### src/rtl/hp0_wr_arbiter.sv
`default_nettype none
// ============================================================================
// Module  : hp0_wr_arbiter
// Brief   : Round-robin share of the single-beat HP0 AXI write path between
//           ADC capture (0) and loop telemetry (1), with per-requester DDR ring
//           addressing and outstanding-write accounting.
// Option  : define WR_ARB_STATS_EN to add beats0_o/beats1_o/stall_o counters.
// Revision: 1.0 - initial release
// ============================================================================
module hp0_wr_arbiter #(
    parameter int ADDR_W  = 32,
    parameter int DATA_W  = 64,
    parameter int LEN_W   = 24,
    parameter int MAX_OUT = 8
) (
    input  logic              clk,
    input  logic              rst,
    input  logic              enable_i,
    input  logic [ADDR_W-1:0] base0_i,
    input  logic [LEN_W-1:0]  len0_i,
    input  logic [ADDR_W-1:0] base1_i,
    input  logic [LEN_W-1:0]  len1_i,
    input  logic              req0_valid_i,
    input  logic [DATA_W-1:0] req0_data_i,
    output logic              req0_ready_o,
    input  logic              req1_valid_i,
    input  logic [DATA_W-1:0] req1_data_i,
    output logic              req1_ready_o,
    output logic [ADDR_W-1:0] awaddr_o,
    output logic              awvalid_o,
    input  logic              awready_i,
    output logic [DATA_W-1:0] wdata_o,
    output logic              wvalid_o,
    input  logic              wready_i,
    input  logic              bvalid_i,
    output logic              wrap0_o,
    output logic              wrap1_o,
    output logic [7:0]        outstanding_o,
    output logic              idle_o,
    output logic              err_o
`ifdef WR_ARB_STATS_EN
    ,
    output logic [31:0]       beats0_o,
    output logic [31:0]       beats1_o,
    output logic [31:0]       stall_o
`endif
);

    localparam int         c_BYTES   = DATA_W / 8;
    localparam logic [7:0] c_MAX_OUT = 8'(MAX_OUT);

    typedef enum logic [0:0] {
        ST_IDLE  = 1'b0,
        ST_ISSUE = 1'b1
    } state_t;

    state_t              state_q, state_d;
    logic                ptr_q, ptr_d;
    logic                gnt_q, gnt_d;
    logic [LEN_W-1:0]    offset0_q, offset0_d;
    logic [LEN_W-1:0]    offset1_q, offset1_d;
    logic [ADDR_W-1:0]   awaddr_q, awaddr_d;
    logic [DATA_W-1:0]   wdata_q, wdata_d;
    logic                awvalid_q, awvalid_d;
    logic                wvalid_q, wvalid_d;
    logic                wrap0_q, wrap0_d;
    logic                wrap1_q, wrap1_d;
    logic [7:0]          outstanding_q, outstanding_d;
    logic                err_q, err_d;

    logic                w_aw_hs;
    logic                w_w_hs;
    logic                w_grant;
    logic                w_win;
    logic                w_done;
    logic                w_last0;
    logic                w_last1;
    logic [ADDR_W-1:0]   w_addr0;
    logic [ADDR_W-1:0]   w_addr1;

    assign w_aw_hs = awvalid_q & awready_i;
    assign w_w_hs  = wvalid_q & wready_i;
    assign w_grant = (state_q == ST_IDLE) && enable_i && (outstanding_q < c_MAX_OUT)
                     && (req0_valid_i || req1_valid_i);
    // Pointer's requester wins if it is valid, otherwise the other one must be.
    assign w_win   = ptr_q ? req1_valid_i : ~req0_valid_i;
    assign w_done  = (state_q == ST_ISSUE) && (!awvalid_q || awready_i)
                     && (!wvalid_q || wready_i);

    // ">=" so a ring shortened below its current offset still wraps on completion.
    assign w_last0 = (len0_i == '0) || (offset0_q >= (len0_i - LEN_W'(1)));
    assign w_last1 = (len1_i == '0) || (offset1_q >= (len1_i - LEN_W'(1)));
    assign w_addr0 = base0_i + (ADDR_W'(offset0_q) * ADDR_W'(c_BYTES));
    assign w_addr1 = base1_i + (ADDR_W'(offset1_q) * ADDR_W'(c_BYTES));

    assign req0_ready_o = w_grant & ~w_win;
    assign req1_ready_o = w_grant & w_win;

    always_comb begin
        state_d   = state_q;
        ptr_d     = ptr_q;
        gnt_d     = gnt_q;
        offset0_d = offset0_q;
        offset1_d = offset1_q;
        awaddr_d  = awaddr_q;
        wdata_d   = wdata_q;
        awvalid_d = awvalid_q;
        wvalid_d  = wvalid_q;
        wrap0_d   = 1'b0;
        wrap1_d   = 1'b0;
        case (state_q)
            ST_IDLE: begin
                if (!enable_i) begin
                    offset0_d = '0;
                    offset1_d = '0;
                end
                if (w_grant) begin
                    state_d   = ST_ISSUE;
                    gnt_d     = w_win;
                    awaddr_d  = w_win ? w_addr1 : w_addr0;
                    wdata_d   = w_win ? req1_data_i : req0_data_i;
                    awvalid_d = 1'b1;
                    wvalid_d  = 1'b1;
                end
            end
            ST_ISSUE: begin
                if (w_aw_hs) begin
                    awvalid_d = 1'b0;
                end
                if (w_w_hs) begin
                    wvalid_d = 1'b0;
                end
                if (w_done) begin
                    state_d = ST_IDLE;
                    ptr_d   = ~gnt_q;
                    if (!gnt_q) begin
                        if (w_last0) begin
                            offset0_d = '0;
                            wrap0_d   = 1'b1;
                        end else begin
                            offset0_d = offset0_q + LEN_W'(1);
                        end
                    end else begin
                        if (w_last1) begin
                            offset1_d = '0;
                            wrap1_d   = 1'b1;
                        end else begin
                            offset1_d = offset1_q + LEN_W'(1);
                        end
                    end
                end
            end
            default: state_d = ST_IDLE;
        endcase
    end

    // A response with nothing outstanding is a protocol error; the count never underflows.
    always_comb begin
        outstanding_d = outstanding_q;
        err_d         = err_q;
        if (bvalid_i && (outstanding_q == 8'd0)) begin
            err_d = 1'b1;
            if (w_aw_hs) begin
                outstanding_d = 8'd1;
            end
        end else if (w_aw_hs && !bvalid_i) begin
            outstanding_d = outstanding_q + 8'd1;
        end else if (!w_aw_hs && bvalid_i) begin
            outstanding_d = outstanding_q - 8'd1;
        end
    end

    always_ff @(posedge clk or posedge rst) begin
        if (rst) begin
            state_q       <= ST_IDLE;
            ptr_q         <= 1'b0;
            gnt_q         <= 1'b0;
            offset0_q     <= '0;
            offset1_q     <= '0;
            awaddr_q      <= '0;
            wdata_q       <= '0;
            awvalid_q     <= 1'b0;
            wvalid_q      <= 1'b0;
            wrap0_q       <= 1'b0;
            wrap1_q       <= 1'b0;
            outstanding_q <= 8'd0;
            err_q         <= 1'b0;
        end else begin
            state_q       <= state_d;
            ptr_q         <= ptr_d;
            gnt_q         <= gnt_d;
            offset0_q     <= offset0_d;
            offset1_q     <= offset1_d;
            awaddr_q      <= awaddr_d;
            wdata_q       <= wdata_d;
            awvalid_q     <= awvalid_d;
            wvalid_q      <= wvalid_d;
            wrap0_q       <= wrap0_d;
            wrap1_q       <= wrap1_d;
            outstanding_q <= outstanding_d;
            err_q         <= err_d;
        end
    end

    assign awaddr_o      = awaddr_q;
    assign awvalid_o     = awvalid_q;
    assign wdata_o       = wdata_q;
    assign wvalid_o      = wvalid_q;
    assign wrap0_o       = wrap0_q;
    assign wrap1_o       = wrap1_q;
    assign outstanding_o = outstanding_q;
    assign idle_o        = (state_q == ST_IDLE) && (outstanding_q == 8'd0);
    assign err_o         = err_q;

`ifdef WR_ARB_STATS_EN
    logic [31:0] beats0_q, beats0_d;
    logic [31:0] beats1_q, beats1_d;
    logic [31:0] stall_q, stall_d;
    logic        w_stall;

    assign w_stall = (req0_valid_i || req1_valid_i) && enable_i && (outstanding_q == c_MAX_OUT);

    always_comb begin
        beats0_d = beats0_q;
        beats1_d = beats1_q;
        stall_d  = stall_q;
        if (w_done && !gnt_q && (beats0_q != '1)) begin
            beats0_d = beats0_q + 32'd1;
        end
        if (w_done && gnt_q && (beats1_q != '1)) begin
            beats1_d = beats1_q + 32'd1;
        end
        if (w_stall && (stall_q != '1)) begin
            stall_d = stall_q + 32'd1;
        end
    end

    always_ff @(posedge clk or posedge rst) begin
        if (rst) begin
            beats0_q <= '0;
            beats1_q <= '0;
            stall_q  <= '0;
        end else begin
            beats0_q <= beats0_d;
            beats1_q <= beats1_d;
            stall_q  <= stall_d;
        end
    end

    assign beats0_o = beats0_q;
    assign beats1_o = beats1_q;
    assign stall_o  = stall_q;
`endif

endmodule
`default_nettype wire

### config.mk
export PLATFORM = sky130hd
export DESIGN_NAME = hp0_wr_arbiter
export DESIGN_NICKNAME = d
export VERILOG_FILES = /design/src/rtl/hp0_wr_arbiter.sv
export SDC_FILE = /design/constraint.sdc
export NUM_CORES = 1
export LEC_CHECK = 0
export CORE_ASPECT_RATIO = 1.1
export CORE_MARGIN = 5
export CORE_UTILIZATION = 30
export CTS_BUF_LIST = sky130_fd_sc_hd__clkbuf_4 sky130_fd_sc_hd__clkbuf_8
export DETAILED_ROUTE_END_ITERATION = 16
export PLACE_DENSITY = 0.57
export SLEW_MARGIN = 40
export SYNTH_ARGS = -nofsm -noshare
export SYNTH_HDL_FRONTEND = slang
export SYNTH_SLANG_ARGS = --single-unit
export TNS_END_PERCENT = 30
### constraint.sdc
create_clock -name clk -period 6.05 [get_ports clk]
set_input_delay 1.21 -clock clk [delete_from_list [all_inputs] [get_ports clk]]
set_output_delay 1.21 -clock clk [all_outputs]
set_load 0.05 [all_outputs]
# After elaboration in Yosys (flattened, before gate mapping)
# Index checks and enable logic that the tools add are counted.
totals:
  register_bits: 160
  inputBits: 248
  output_inout_bits: 112
  elab_cells: 101
classes:
  n_addsub: 8
  magnitude_cmp: 3
  n_eq_ne: 8
  n_mux: 32
  bitwise_logic: 8
  reduce_logical: 29
ops:
  columns: ["cell", "count"]
  rows:
  - ["24-bit 2-to-1 mux", 7]
  - ["24-bit case mux with 2 select lines", 2]
  - ["32-bit by 27-bit adder with 32-bit output", 2]
  - ["64-bit 2-to-1 mux", 1]
  - ["24-bit by 1-bit adder with 24-bit output, second input constant", 2]
  - ["24-bit >= comparator", 2]
  - ["24-bit logical NOT", 2]
  - ["24-bit by 1-bit subtractor with 24-bit output, second input constant", 2]
  - ["32-bit 2-to-1 mux", 1]
  - ["8-bit 2-to-1 mux", 4]
  - ["1-bit 2-to-1 mux", 14]
  - ["2-bit AND reduction", 5]
  - ["1-bit logical AND", 9]
  - ["8-bit by 1-bit adder with 8-bit output, second input constant", 1]
  - ["8-bit logical NOT", 1]
  - ["8-bit by 4-bit less-than comparator with 1-bit output, second input constant", 1]
  - ["2-bit by 1-bit != test with 1-bit output, second input constant", 4]
  - ["2-bit != test, second input constant", 4]
  - ["8-bit by 1-bit subtractor with 8-bit output, second input constant", 1]
  - ["1-bit case mux with 2 select lines", 3]
  - ["3-bit AND reduction", 2]
  - ["1-bit logical OR", 5]
  - ["1-bit AND", 4]
  - ["1-bit logical NOT", 4]
  - ["other kinds (2)", 5]

# Depth between registers and ports, before layout
# Gate-level depths: netlist of run 1.
depth:
  ltp_word: 7
  depth_mapped: 17
  ltp_nobuf: 16

# Worst setup path after synthesis of run 1
# No wires, ideal clock.
synth_timing:
  path_type: "input -> register"
  from: "in len1_i[5]"
  to: "reg offset1_q[6]"
  setup_time_ns: 0.082
  arrival_time_ns: 4.891
  required_time_ns: 5.968
  path_slack_ns: 1.076
  cell_stages: 16
  n_path_buf: 1
  cell_sequence: "or4_1 > nor4_1 > nand2_1 > or2_2 > nor4_1 > xnor2_1 > ha_1 > a21o_1 > a21o_1 > a21oi_1 > o21ai_0 > a211o_1 > a31oi_1 > clkbuf_1 > a31oi_1 > o22ai_1"
synth_via:
  elab_chain_cells: 7
  word_cells_on_any_way: 8
  classes_between: "1 x add/sub; 1 x order compare; 4 x mux; 2 x reduce/logical"
synth_lines:
  columns: ["item", "line_no", "text"]
  rows:
  - ["start: declaration", "22", "input logic [LEN_W-1:0] len1_i,"]
  - ["24-bit by 1-bit subtractor with 24-bit output", "92", "assign w_last1 = (len1_i == '0) || (offset1_q >= (len1_i - LEN_W'(1)));"]
  - ["24-bit >= comparator", "92", null]
  - ["1-bit logical OR (*)", "92", null]
  - ["24-bit 2-to-1 mux (*)", "144", "if (w_last1) begin"]
  - ["24-bit 2-to-1 mux (*)", "136", "if (!gnt_q) begin"]
  - ["24-bit 2-to-1 mux (*)", "133", "if (w_done) begin"]
  - ["24-bit case mux with 2 select lines (*)", "111", "case (state_q)"]
  - ["end signal: assignment", "193", "offset1_q <= offset1_d;"]
  - ["end: declaration", "61", "logic [LEN_W-1:0] offset1_q, offset1_d;"]
# Every way passes the cells marked *; elsewhere a longest branch is shown, timed or not. The select of a mux whose other input is x is not followed.
# A chain may end at the register's enable or synchronous reset.

# Worst setup path after layout of run 1
layout_timing:
  from: "in req1_valid_i"
  to: "out req0_ready_o"
layout_via:
  elab_chain_cells: 3
  word_cells_on_any_way: 5
  classes_between: "1 x mux; 2 x bitwise; 2 x reduce/logical"
layout_lines:
  columns: ["item", "line_no", "text"]
  rows:
  - ["start: declaration", "26", "input logic req1_valid_i,"]
  - ["1-bit 2-to-1 mux or 1-bit logical OR (tied branches)", "86, 84", null]
  - ["1-bit inverter or 1-bit logical AND (tied branches)", "96, 84", null]
  - ["1-bit AND (*)", "96", "assign req0_ready_o = w_grant & ~w_win;"]
  - ["end: declaration", "25", "output logic req0_ready_o,"]
# Every way passes the cells marked *; elsewhere a longest branch is shown, timed or not.

==> flow_summary.yaml, run 1 <==
status:
  status: "complete, no violations"
power:
  vdd_drop_max_mv: 0.559
  p_per_area_nw_per_um2: 373
  p_seq_share_pct: 28.6
  internal_power_mw: 3.04
  switching_share_pct: 50.3
  power.static_leakage_nw: 7.21
  power.switching_mw: 3.08
  pwr-share-comb_pct: 57.4
  share_clk_of_total_power_pct: 14.0
drt:
  drt_iter0_drc: 497
  first_pass_iters: 5
  post_drt_via_cell_ratio: 5.06
  drc: 0
  routed_wl_mm: 44.3
  detail-route-antenna-nets: 0
  dr_total_vias: 11600
  wire_per_inst_microns: 19.3
cts:
  clk_pin_slew_ns: 0.09
  post_cts.resized_instances: 0
  cts-hold-fix-buffers: 0
  clockBufferDepth: 2
  post-cts-setup-buffer-count: 0
  h_tree_level_count: 4
  clock_tree_root_buffer_cell: "clkbuf_8"
  cts_num_sinks: 160
  cts_tree: "yes"
  cts_made_buffers: 17
  clock_latency_ns: 0.47
hold_path:
  worst_hold_path.num_cells: 2
  min_delay_worst_endpoint: "awaddr_o[4]"
  hp-start: "awaddr_o[4]"
  worst_hold_path_type: "reg2reg"
layout:
  syn_to_final_growth_pct: 38.7
  most_common_cell_after_layout_fill_and_taps_aside: "clkdlybuf4s50_1"
  nets: 2133
  post_route_cells_drive_above_1_share_pct: 3.63
  mostFrequentLayoutCells: "clkdlybuf4s50_1 (359), nand2_1 (223), nor2_1 (189)"
  filler_cell_count: 3904
yosys:
  synth_warnings: 0
  synthCells: 1436
  post_synthesis_instance_area_sq_um: 11800
  synth_cell_types: 65
  netlist_top_cells_area: "dfrtp_1 (34%), ha_1 (11%), nand2_1 (7.1%)"
  synth_enable_flop_cells: 0
  synth_top_cell_by_area: "dfrtp_1"
  synth.yosys.seq_area_share_pct: 33.8
  synth_top_flop_cell: "dfrtp_1"
  synth_nets: 1793
  ys_async_sr_fraction_pct: 100
  post-synth-top-area-fraction_pct: 33.8
  synth_area_per_cell_sq_um: 8.24
  yosys_register_bits: 160
global_route:
  grt_pass1_vias: 11600
  grt_util_all_layers_pct: 19.6
  grt_start_max_net_pins: 94
  number_of_antenna_violations_at_the_first_check_in_global_routing: 0
  grt_first_pass_wirelength_mm: 66.4
  grt_overflow: 0
timing:
  fmax_mhz: 194
  post-route-period-util_pct: 85.1
  slew_limit_fails: 0
  worst_hold_slack_ns: 0.477
  slew_headroom_pct: 45.5
  worst_slew_pin_slew_ns: 0.817
  final_period_minus_worst_setup_slack_ns: 5.15
  tns_ns: 0
  fin_skew_ns: 0.0201
  finalHoldViolations: 0
  setup_violations: 0
  unrepaired_setup_endpoints_after_global_routing: "false"
critical_path:
  timing.rr.start: "state_q"
  crit_path_top_delay_cell: "clkdlybuf4s50_1"
  worst_path_most_repeated_cell: "clkdlybuf4s50_1"
  ff2ff_path_depth: 9
  element_type_at_the_critical_path_end: "primary output"
  critPathMaxFanout: 7
  timing.critical_path.cells: "clkdlybuf4s50_1 > nor2_1 > nor4b_2 > nand2_1 > inv_1 > clkdlybuf4s50_1"
  worst_ep_required_time_ns: 4.84
  worst_ep_arrival_time_ns: 3.94
  timing.reg2reg.setup_slack_ns: 2.60
  worstSetupStartpointType: "primary input"
  regToRegEndpoint: "offset1_q[21]"
  critical_path.max_stage_delay_ns: 0.84
  timing_worst_setup_path_type: "in2out"
floorplan:
  fp.coreArea_sq_um: 39100
  initial_core_utilization_pct: 30.3
  rows: 76
  die_area_sq_um: 43500
  pin_count: 360
  die-height_microns: 218
  floorplan.die.width_microns: 199
placement:
  dp_hpwl_mm: 35.4
  place_congestion: 0.849
  numPortBuffers: 359
run:
  max-cap-violations: 0
==> sequential cells by signal (all words and copies together) (netlist names) <==
| signal | count |
|---|---|
| awvalid_o | 1 |
| outstanding_o | 8 |
| err_o | 1 |
| offset0_q | 24 |
| wrap1_o | 1 |
| awaddr_o | 32 |
| wdata_o | 64 |
| gnt_q | 1 |
| wvalid_o | 1 |
| wrap0_o | 1 |
| ptr_q | 1 |
| state_q | 1 |
| offset1_q | 24 |
==> worst max-delay path, delay by kind of cell <==
kind	cells	cell delay, ns
buffers and inverters	3	1.65
AND/OR/NAND/NOR	3	1.06
==> power groups by stage <==
stage	Combinational [mW]	Clock [mW]	Sequential [mW]
5_1_grt	3.73	0.921	1.80
6_report	3.51	0.858	1.75
4_1_cts	3.56	0.888	1.76
2_1_floorplan	0.969	0	2.94
3_5_place_dp	3.55	0	1.78
3_3_place_gp	3.52	0	1.77
==> routing by layer <==
layer	wire (microns)	GRT usage [%]	share of wire (%)
met4	987	5.46	2.2
met2	22200	35.4	50
met3	2870	4.05	6.5
met5	0	0	0
met1	18200	23.4	41
==> per-stage QoR <==
step	setup WS, ns	instances	cell area, sq um	utilization (%)	total power, mW
finish	0.901	2297	16400	42.0	6.12
global route	0.733	2296	16400	42.0	6.45
CTS	0.902	2296	16400	42.0	6.20
detailed placement	0.565	2264	16000	40.9	5.33
global placement	0.586	2263	16000	40.9	5.29
floorplan	0.520	1436	11800	-	3.91
==> cell type report <==
type                            count  area [sq um]  area share (%)
Multi-Input combinational cell   1185          7500            45.7
Sequential cell                   160          4000            24.4
Timing Repair Buffer              370          3700            22.6
Tap cell                          507           634            3.87
Clock buffer                       18           248            1.51
Inverter                           42           163           0.991
Clock inverter                     14           155           0.945
Antenna cell                        1          2.50          0.0152
==> cell usage after synthesis (3+ instances only) <==
library cell    n
nand3_1        34
or3_1           7
and4_1          5
and3_1         14
xor2_1         55
nor4_1          9
nor2b_1        18
nor3_1         33
a21o_1         50
a22o_1          3
or2_2           6
nand3b_1        4
fa_1            3
inv_1          42
a31oi_1        86
nor2_1        189
nor3b_1         4
nand2_1       223
o21ai_0        54
o21bai_1        7
and2_1          7
o22ai_1         6
xnor2_1        80
or4_1           5
nand4_1        25
buf_4           3
nand2b_1       10
a211oi_1        5
mux2i_1         6
a22oi_1         3
o31ai_1         3
a21oi_1        78
a221o_1         5
ha_1          106
dfrtp_1       160
nor4b_1         3
clkbuf_1       44
o211ai_1        6
==> how the worst max path moves through the flow <==
| stage | from | end | cells after the start | slack, ns |
|---|---|---|---|---|
| 2_1_floorplan | rst | awaddr_o[0] | 1 | 0.52 |
| 3_3_place_gp | len1_i[5] | offset1_q[19] | 18 | 0.59 |
| 3_5_place_dp | len0_i[2] | offset0_q[15] | 17 | 0.57 |
| 4_1_cts | req1_valid_i | req0_ready_o | 6 | 0.90 |
| 5_1_grt | len1_i[2] | offset1_q[7] | 19 | 0.73 |
| 6_report | req1_valid_i | req0_ready_o | 6 | 0.90 |
==> logic make-up (layout without fill, tap and decap cells) <==
| kind of cell | count (synthesis) | after routing | synth area share [%] |
|---|---|---|---|
| mux | 7 | 7 | 0.603 |
| flops | 160 | 160 | 33.8 |
| fa+ha+maj | 109 | 109 | 11.7 |
| other cells | 0 | 1 | 0 |
| simple gates | 602 | 602 | 22.9 |
| compound gates | 332 | 332 | 18.0 |
| buf+inv | 91 | 444 | 2.98 |
| xor+xnor | 135 | 135 | 9.99 |
Power figures use the tool's default switching activity.
==> run 2, diff against run 1 <==
--- a/config.mk
+++ b/config.mk
@@ -5,11 +5,12 @@
 export SDC_FILE = /design/constraint.sdc
 export NUM_CORES = 1
 export LEC_CHECK = 0
-export CORE_ASPECT_RATIO = 1.1
+export CORE_ASPECT_RATIO = 0.75
 export CORE_MARGIN = 5
 export CORE_UTILIZATION = 30
 export CTS_BUF_LIST = sky130_fd_sc_hd__clkbuf_4 sky130_fd_sc_hd__clkbuf_8
 export DETAILED_ROUTE_END_ITERATION = 16
+export GPL_TIMING_DRIVEN = 0
 export PLACE_DENSITY = 0.57
 export SLEW_MARGIN = 40
 export SYNTH_ARGS = -nofsm -noshare
==> run 2 against run 1 <==
Effect of this change: sequential share of layout area shrank 0.14 points; critical path type is now in2reg; count of clock-buffer cells in the layout grew 1; global-route usage grew 1.8 points; worst hold slack gained 0.015 ns; first-iteration DRC count grew 43%; core utilization grew 0.054 points; total power grew 0.25%; final cell count grew 2.2%; final area grew 0.57%; non-clock buffer count grew 40.
==> flow_summary.yaml, run 2 (same netlist as run 1, synthesis figures left out) <==
status:
  status: "complete, no violations"
layout:
  syn_to_final_growth_pct: 39.5
  max_ffs_per_register: 64
  num_antenna_cells: 0
  post_route_cells_drive_above_1_share_pct: 3.17
  most_common_cell_after_layout_fill_and_taps_aside: "clkdlybuf4s50_1"
  mostFrequentLayoutCells: "clkdlybuf4s50_1 (359), nand2_1 (223), nor2_1 (189)"
  nets: 2173
  postLayoutCellArea_sq_um: 16500
cts:
  post_cts.resized_instances: 0
  cts_num_sinks: 160
  post-cts-setup-buffer-count: 0
  cts_tree: "yes"
  cts_made_buffers: 17
  clk_pin_slew_ns: 0.11
  clock_tree_root_buffer_cell: "clkbuf_8"
  clockBufferDepth: 2
  h_tree_level_count: 4
  clock_latency_ns: 0.50
  cts-hold-fix-buffers: 0
global_route:
  grt_util_all_layers_pct: 21.4
  grt_first_pass_wirelength_mm: 72.0
  grt_start_max_net_pins: 68
  grt_overflow: 0
  number_of_antenna_violations_at_the_first_check_in_global_routing: 3
  grt_pass1_vias: 12000
floorplan:
  die-height_microns: 182
  floorplan.die.width_microns: 239
  initial_core_utilization_pct: 30.1
  rows: 63
  die_area_sq_um: 43600
  fp.coreArea_sq_um: 39300
  pin_count: 360
placement:
  place_congestion: 0.899
  dp_hpwl_mm: 39.2
  numPortBuffers: 359
  dpl-instance-area_sq_um: 16100
power:
  switching_share_pct: 51.6
  power.static_leakage_nw: 7.22
  pwr-share-comb_pct: 59.3
  share_clk_of_total_power_pct: 12.8
  power.switching_mw: 3.16
  vdd_drop_max_mv: 0.206
  internal_power_mw: 2.97
  p_seq_share_pct: 27.9
  p_per_area_nw_per_um2: 372
  fin_total_pwr_mw: 6.13
critical_path:
  worstSetupStartpointType: "primary input"
  ff2ff_path_depth: 12
  critPathMaxFanout: 10
  element_type_at_the_critical_path_end: "flop"
  worstPathBufferInverterCount: 2
  timing_worst_setup_path_type: "in2reg"
  timing.rr.start: "offset1_q[0]"
  worst_ep_arrival_time_ns: 6.13
  crit_path_top_delay_cell: "or4_1"
  regToRegEndpoint: "awaddr_o[25]"
  critical_path.top_delay_family: "simple AND/OR/NAND/NOR gates"
  timing.reg2reg.setup_slack_ns: 2.71
  worst_ep_required_time_ns: 6.46
  timing.critical_path.cells: "clkdlybuf4s50_1 > or4_1 > nor4_2 > nand2_1 > or2_2 > nor4_1 > xnor2_1 > ha_1 > a21o_1 > a21o_1 > a21oi_1 > o21ai_0 > a211o_1 > a31oi_1 > clkbuf_1 > a31oi_1 > o21ai_0"
  critical_path.max_stage_delay_ns: 0.66
timing:
  slew_limit_fails: 0
  finalHoldViolations: 0
  post-route-period-util_pct: 94.4
  worst_hold_slack_ns: 0.493
  worst_slew_pin_slew_ns: 0.831
  setup_violations: 0
  fmax_mhz: 175
  unrepaired_setup_endpoints_after_global_routing: "false"
  final_period_minus_worst_setup_slack_ns: 5.71
  slew_headroom_pct: 44.4
  fin_skew_ns: 0.0300
hold_path:
  worst_hold_path.num_cells: 2
  hp-start: "awaddr_o[4]"
  min_delay_worst_endpoint: "awaddr_o[4]"
  worst_hold_path_type: "reg2reg"
run:
  max-cap-violations: 0
drt:
  dr_total_vias: 12000
  detail-route-antenna-nets: 0
  drc: 0
  wire_per_inst_microns: 20.5
  routed_wl_mm: 48.1
  drt_iter0_drc: 713
  first_pass_iters: 5
  post_drt_via_cell_ratio: 5.11
==> run 2: cell type report <==
class,instances,area (sq um)
Multi-Input combinational cell,1185,7490
Inverter,42,165
Sequential cell,160,4000
Fill cell,3951,22800
Clock inverter,12,104
Tap cell,520,651
Timing Repair Buffer,361,3650
Clock buffer,19,249
Buffer,49,196
==> run 2: layer usage <==
layer / track usage, % / part of all wire, % / up-vias / routed length, microns
li1: - / - / 5837 / -
met1: 27.3 / 43 / 5755 / 20900
met2: 35.7 / 47 / 346 / 22400
met3: 5.36 / 6.8 / 54 / 3260
met4: 6.57 / 3.2 / 6 / 1550
met5: 0 / 0.062 / - / 30
==> run 2: how the worst max path moves through the flow <==
stage / from / endpoint / slack, ns / cells past startpoint
2_1_floorplan: rst / awaddr_o[0] / 0.52 / 1
3_3_place_gp: rst / offset0_q[1] / -2.38 / 2
3_5_place_dp: len1_i[5] / offset1_q[6] / -0.36 / 17
4_1_cts: len1_i[5] / offset1_q[6] / 0.17 / 17
5_1_grt: len1_i[2] / offset1_q[6] / 0.07 / 18
6_report: len1_i[5] / offset1_q[2] / 0.34 / 17
==> run 2: power by group through the flow <==
stage | Sequential [mW] | Clock (mW) | Combinational [mW]
after floorplan | 2.94 | 0 | 0.969
after global placement | 1.73 | 0 | 3.63
after detailed placement | 1.74 | 0 | 3.66
after CTS | 1.72 | 0.807 | 3.67
after global routing | 1.76 | 0.848 | 3.84
final | 1.71 | 0.788 | 3.63
==> run 2: per-stage QoR <==
step / setup slack (ns) / util (%) / cells / setup TNS, ns
finish: 0.338 / 42.0 / 2348 / 0
floorplan: 0.520 / - / 1436 / 0
global placement: -2.38 / 41.0 / 2315 / -379.44
global route: 0.0730 / 42.0 / 2348 / 0
detailed placement: -0.362 / 41.1 / 2317 / -3.10
CTS: 0.174 / 42.0 / 2348 / 0
==> run 2: worst register-to-register path, stage by stage, from the launching register on <==
cell,delay [ns]
dfrtp_1,0.45
ha_1,0.24
inv_1,0.07
fa_1,0.20
nor2b_1,0.05
o21ai_0,0.21
a21oi_1,0.17
o211ai_1,0.27
nand2_1,0.20
o41ai_1,0.74
mux2i_1,0.27
o311ai_0,0.16
o22a_1,0.21
==> run 3, diff against run 2 <==
--- a/config.mk
+++ b/config.mk
@@ -5,11 +5,12 @@
 export SDC_FILE = /design/constraint.sdc
 export NUM_CORES = 1
 export LEC_CHECK = 0
-export CORE_ASPECT_RATIO = 0.75
+export CORE_ASPECT_RATIO = 0.7
 export CORE_MARGIN = 5
 export CORE_UTILIZATION = 30
 export CTS_BUF_LIST = sky130_fd_sc_hd__clkbuf_4 sky130_fd_sc_hd__clkbuf_8
 export DETAILED_ROUTE_END_ITERATION = 16
+export GPL_ROUTABILITY_DRIVEN = 0
 export GPL_TIMING_DRIVEN = 0
 export PLACE_DENSITY = 0.57
 export SLEW_MARGIN = 40
==> run 3 against run 2 <==
Effect of this change: routed wire length grew 0.33%; first-iteration DRC count grew 16%; core utilization rose by 0.87 points; maximum frequency up 1.7%; worst hold slack lost 0.0084 ns; final cell count grew 0.38%; combinational power about the same; largest power group unchanged.
==> flow_summary.yaml, run 3 (same netlist as run 1, synthesis figures left out) <==
status:
  status: "complete, no violations"
power:
  vdd_drop_max_mv: 0.279
  p_per_area_nw_per_um2: 376
  fin_total_pwr_mw: 6.24
  power.static_leakage_nw: 7.27
floorplan:
  rows: 60
  pin_count: 360
  fp.coreArea_sq_um: 38700
  floorplan.die.width_microns: 247
  die-height_microns: 176
  initial_core_utilization_pct: 30.6
  die_area_sq_um: 43600
cts:
  post_cts.resized_instances: 0
  cts-hold-fix-buffers: 0
  clk_pin_slew_ns: 0.10
  h_tree_level_count: 4
  cts_tree: "yes"
  clock_latency_ns: 0.50
  cts_num_sinks: 160
  post-cts-setup-buffer-count: 0
  cts_made_buffers: 17
  clockBufferDepth: 2
  clock_tree_root_buffer_cell: "clkbuf_8"
global_route:
  grt_start_max_net_pins: 71
  number_of_antenna_violations_at_the_first_check_in_global_routing: 2
  grt_pass1_vias: 11900
  grt_overflow: 0
  grt_first_pass_wirelength_mm: 71.2
  grt_util_all_layers_pct: 21.3
critical_path:
  worstSetupStartpointType: "primary input"
  crit_path_top_delay_cell: "or4_1"
  critical_path.max_stage_delay_ns: 0.65
  element_type_at_the_critical_path_end: "flop"
  timing_worst_setup_path_type: "in2reg"
  worst_ep_required_time_ns: 6.47
  timing.rr.start: "awvalid_o"
  critical_path.top_delay_family: "simple AND/OR/NAND/NOR gates"
  worstPathBufferInverterCount: 2
  timing.critical_path.cells: "clkdlybuf4s50_1 > or4_1 > nor4_2 > nand2_1 > or2_2 > nor4_1 > xnor2_1 > ha_1 > a21o_1 > a21o_1 > a21oi_1 > o21ai_0 > a211o_1 > a31oi_1 > clkbuf_1 > a31oi_1 > o22ai_1"
  critPathMaxFanout: 10
  setup.worst_path.start: "len1_i[5]"
  worst_ep_arrival_time_ns: 6.04
layout:
  final_core_utilization_pct: 42.9
  most_common_cell_after_layout_fill_and_taps_aside: "clkdlybuf4s50_1"
  filler_cell_count: 3855
  post_route_cells_drive_above_1_share_pct: 3.39
  postLayoutCellArea_sq_um: 16600
  multi_input_comb_area_sq_um: 7490
  syn_to_final_growth_pct: 40.2
  max_ffs_per_register: 64
  mostFrequentLayoutCells: "clkdlybuf4s50_1 (359), nand2_1 (223), nor2_1 (189)"
  register_area_sq_um: 4000
  nets: 2174
  num_antenna_cells: 0
timing:
  fmax_mhz: 178
  fin_skew_ns: 0.0215
  worst_hold_slack_ns: 0.484
  setup_violations: 0
  worst_slew_pin_slew_ns: 0.956
  final_period_minus_worst_setup_slack_ns: 5.61
  finalHoldViolations: 0
  unrepaired_setup_endpoints_after_global_routing: "false"
  post-route-period-util_pct: 92.8
  slew_headroom_pct: 35.8
  slew_limit_fails: 0
drt:
  first_pass_iters: 5
  dr_total_vias: 12000
  drt_iter0_drc: 827
  post_drt_via_cell_ratio: 5.08
  detail-route-antenna-nets: 0
  wire_per_inst_microns: 20.5
  drc: 0
  routed_wl_mm: 48.3
placement:
  dpl-instance-area_sq_um: 16200
  numPortBuffers: 359
  dp_hpwl_mm: 39.1
hold_path:
  hp-start: "awaddr_o[4]"
  worst_hold_path_type: "reg2reg"
run:
  max-cap-violations: 0
run 3: cell count changes in the layout (fill, tap and decap cells not counted), sizes merged:
| cell | before | now |
|---|---|---|
| inv | 48 | 50 |
| buf | 7 | 8 |
| bufinv | 0 | 2 |
| clkinvlp | 3 | 1 |
| clkinv | 3 | 2 |
run 3: routing by layer:
metal	track usage, %	vias up	share of wire [%]
met5	0	-	0.044
met4	7.93	4	4.0
met3	6.64	69	7.3
met2	34.5	364	45
met1	26.8	5684	43
li1	-	5847	-
run 3: worst paths after layout:
| kind | to | slack [ns] | cells past startpoint |
|---|---|---|---|
| setup reg to reg | outstanding_o[7] | 2.72 | 13 |
| max in group asynchronous | wdata_o[9] | 4.23 | 3 |
| hold reg to reg | awaddr_o[4] | 0.48 | 2 |
| hold / removal | awaddr_o[4] | 0.48 | 2 |
| min in group asynchronous | wdata_o[55] | 1.10 | 2 |
| setup / recovery | offset1_q[6] | 0.44 | 17 |
run 3: stage by stage:
stage,instances,setup slack (ns),setup TNS [ns]
6_report,2357,0.435,0
4_1_cts,2356,0.184,0
2_1_floorplan,1436,0.520,0
3_3_place_gp,2322,-2.28,-364.90
3_5_place_dp,2324,-0.359,-3.37
5_1_grt,2357,0.0945,0
run 3: layout make-up:
| cell class | count | area share (%) |
|---|---|---|
| Multi-Input combinational cell | 1185 | 45.2 |
| Sequential cell | 160 | 24.1 |
| Timing Repair Buffer | 362 | 22.0 |
| Tap cell | 527 | 3.97 |
| Clock buffer | 19 | 1.54 |
| Buffer | 49 | 1.19 |
| Inverter | 42 | 0.995 |
| Clock inverter | 13 | 0.980 |
run 3: tightest hold or removal path, cell delays in order (launching register included):
cell	delay, ns
dfrtp_1	0.36
nand2_1	0.05
nand2_1	0.05
run 3: where the power goes:
group          total [mW]  switching [mW]  internal (mW)
clock network       0.887           0.488          0.398
logic                3.64            2.41           1.23
registers            1.71           0.264           1.44
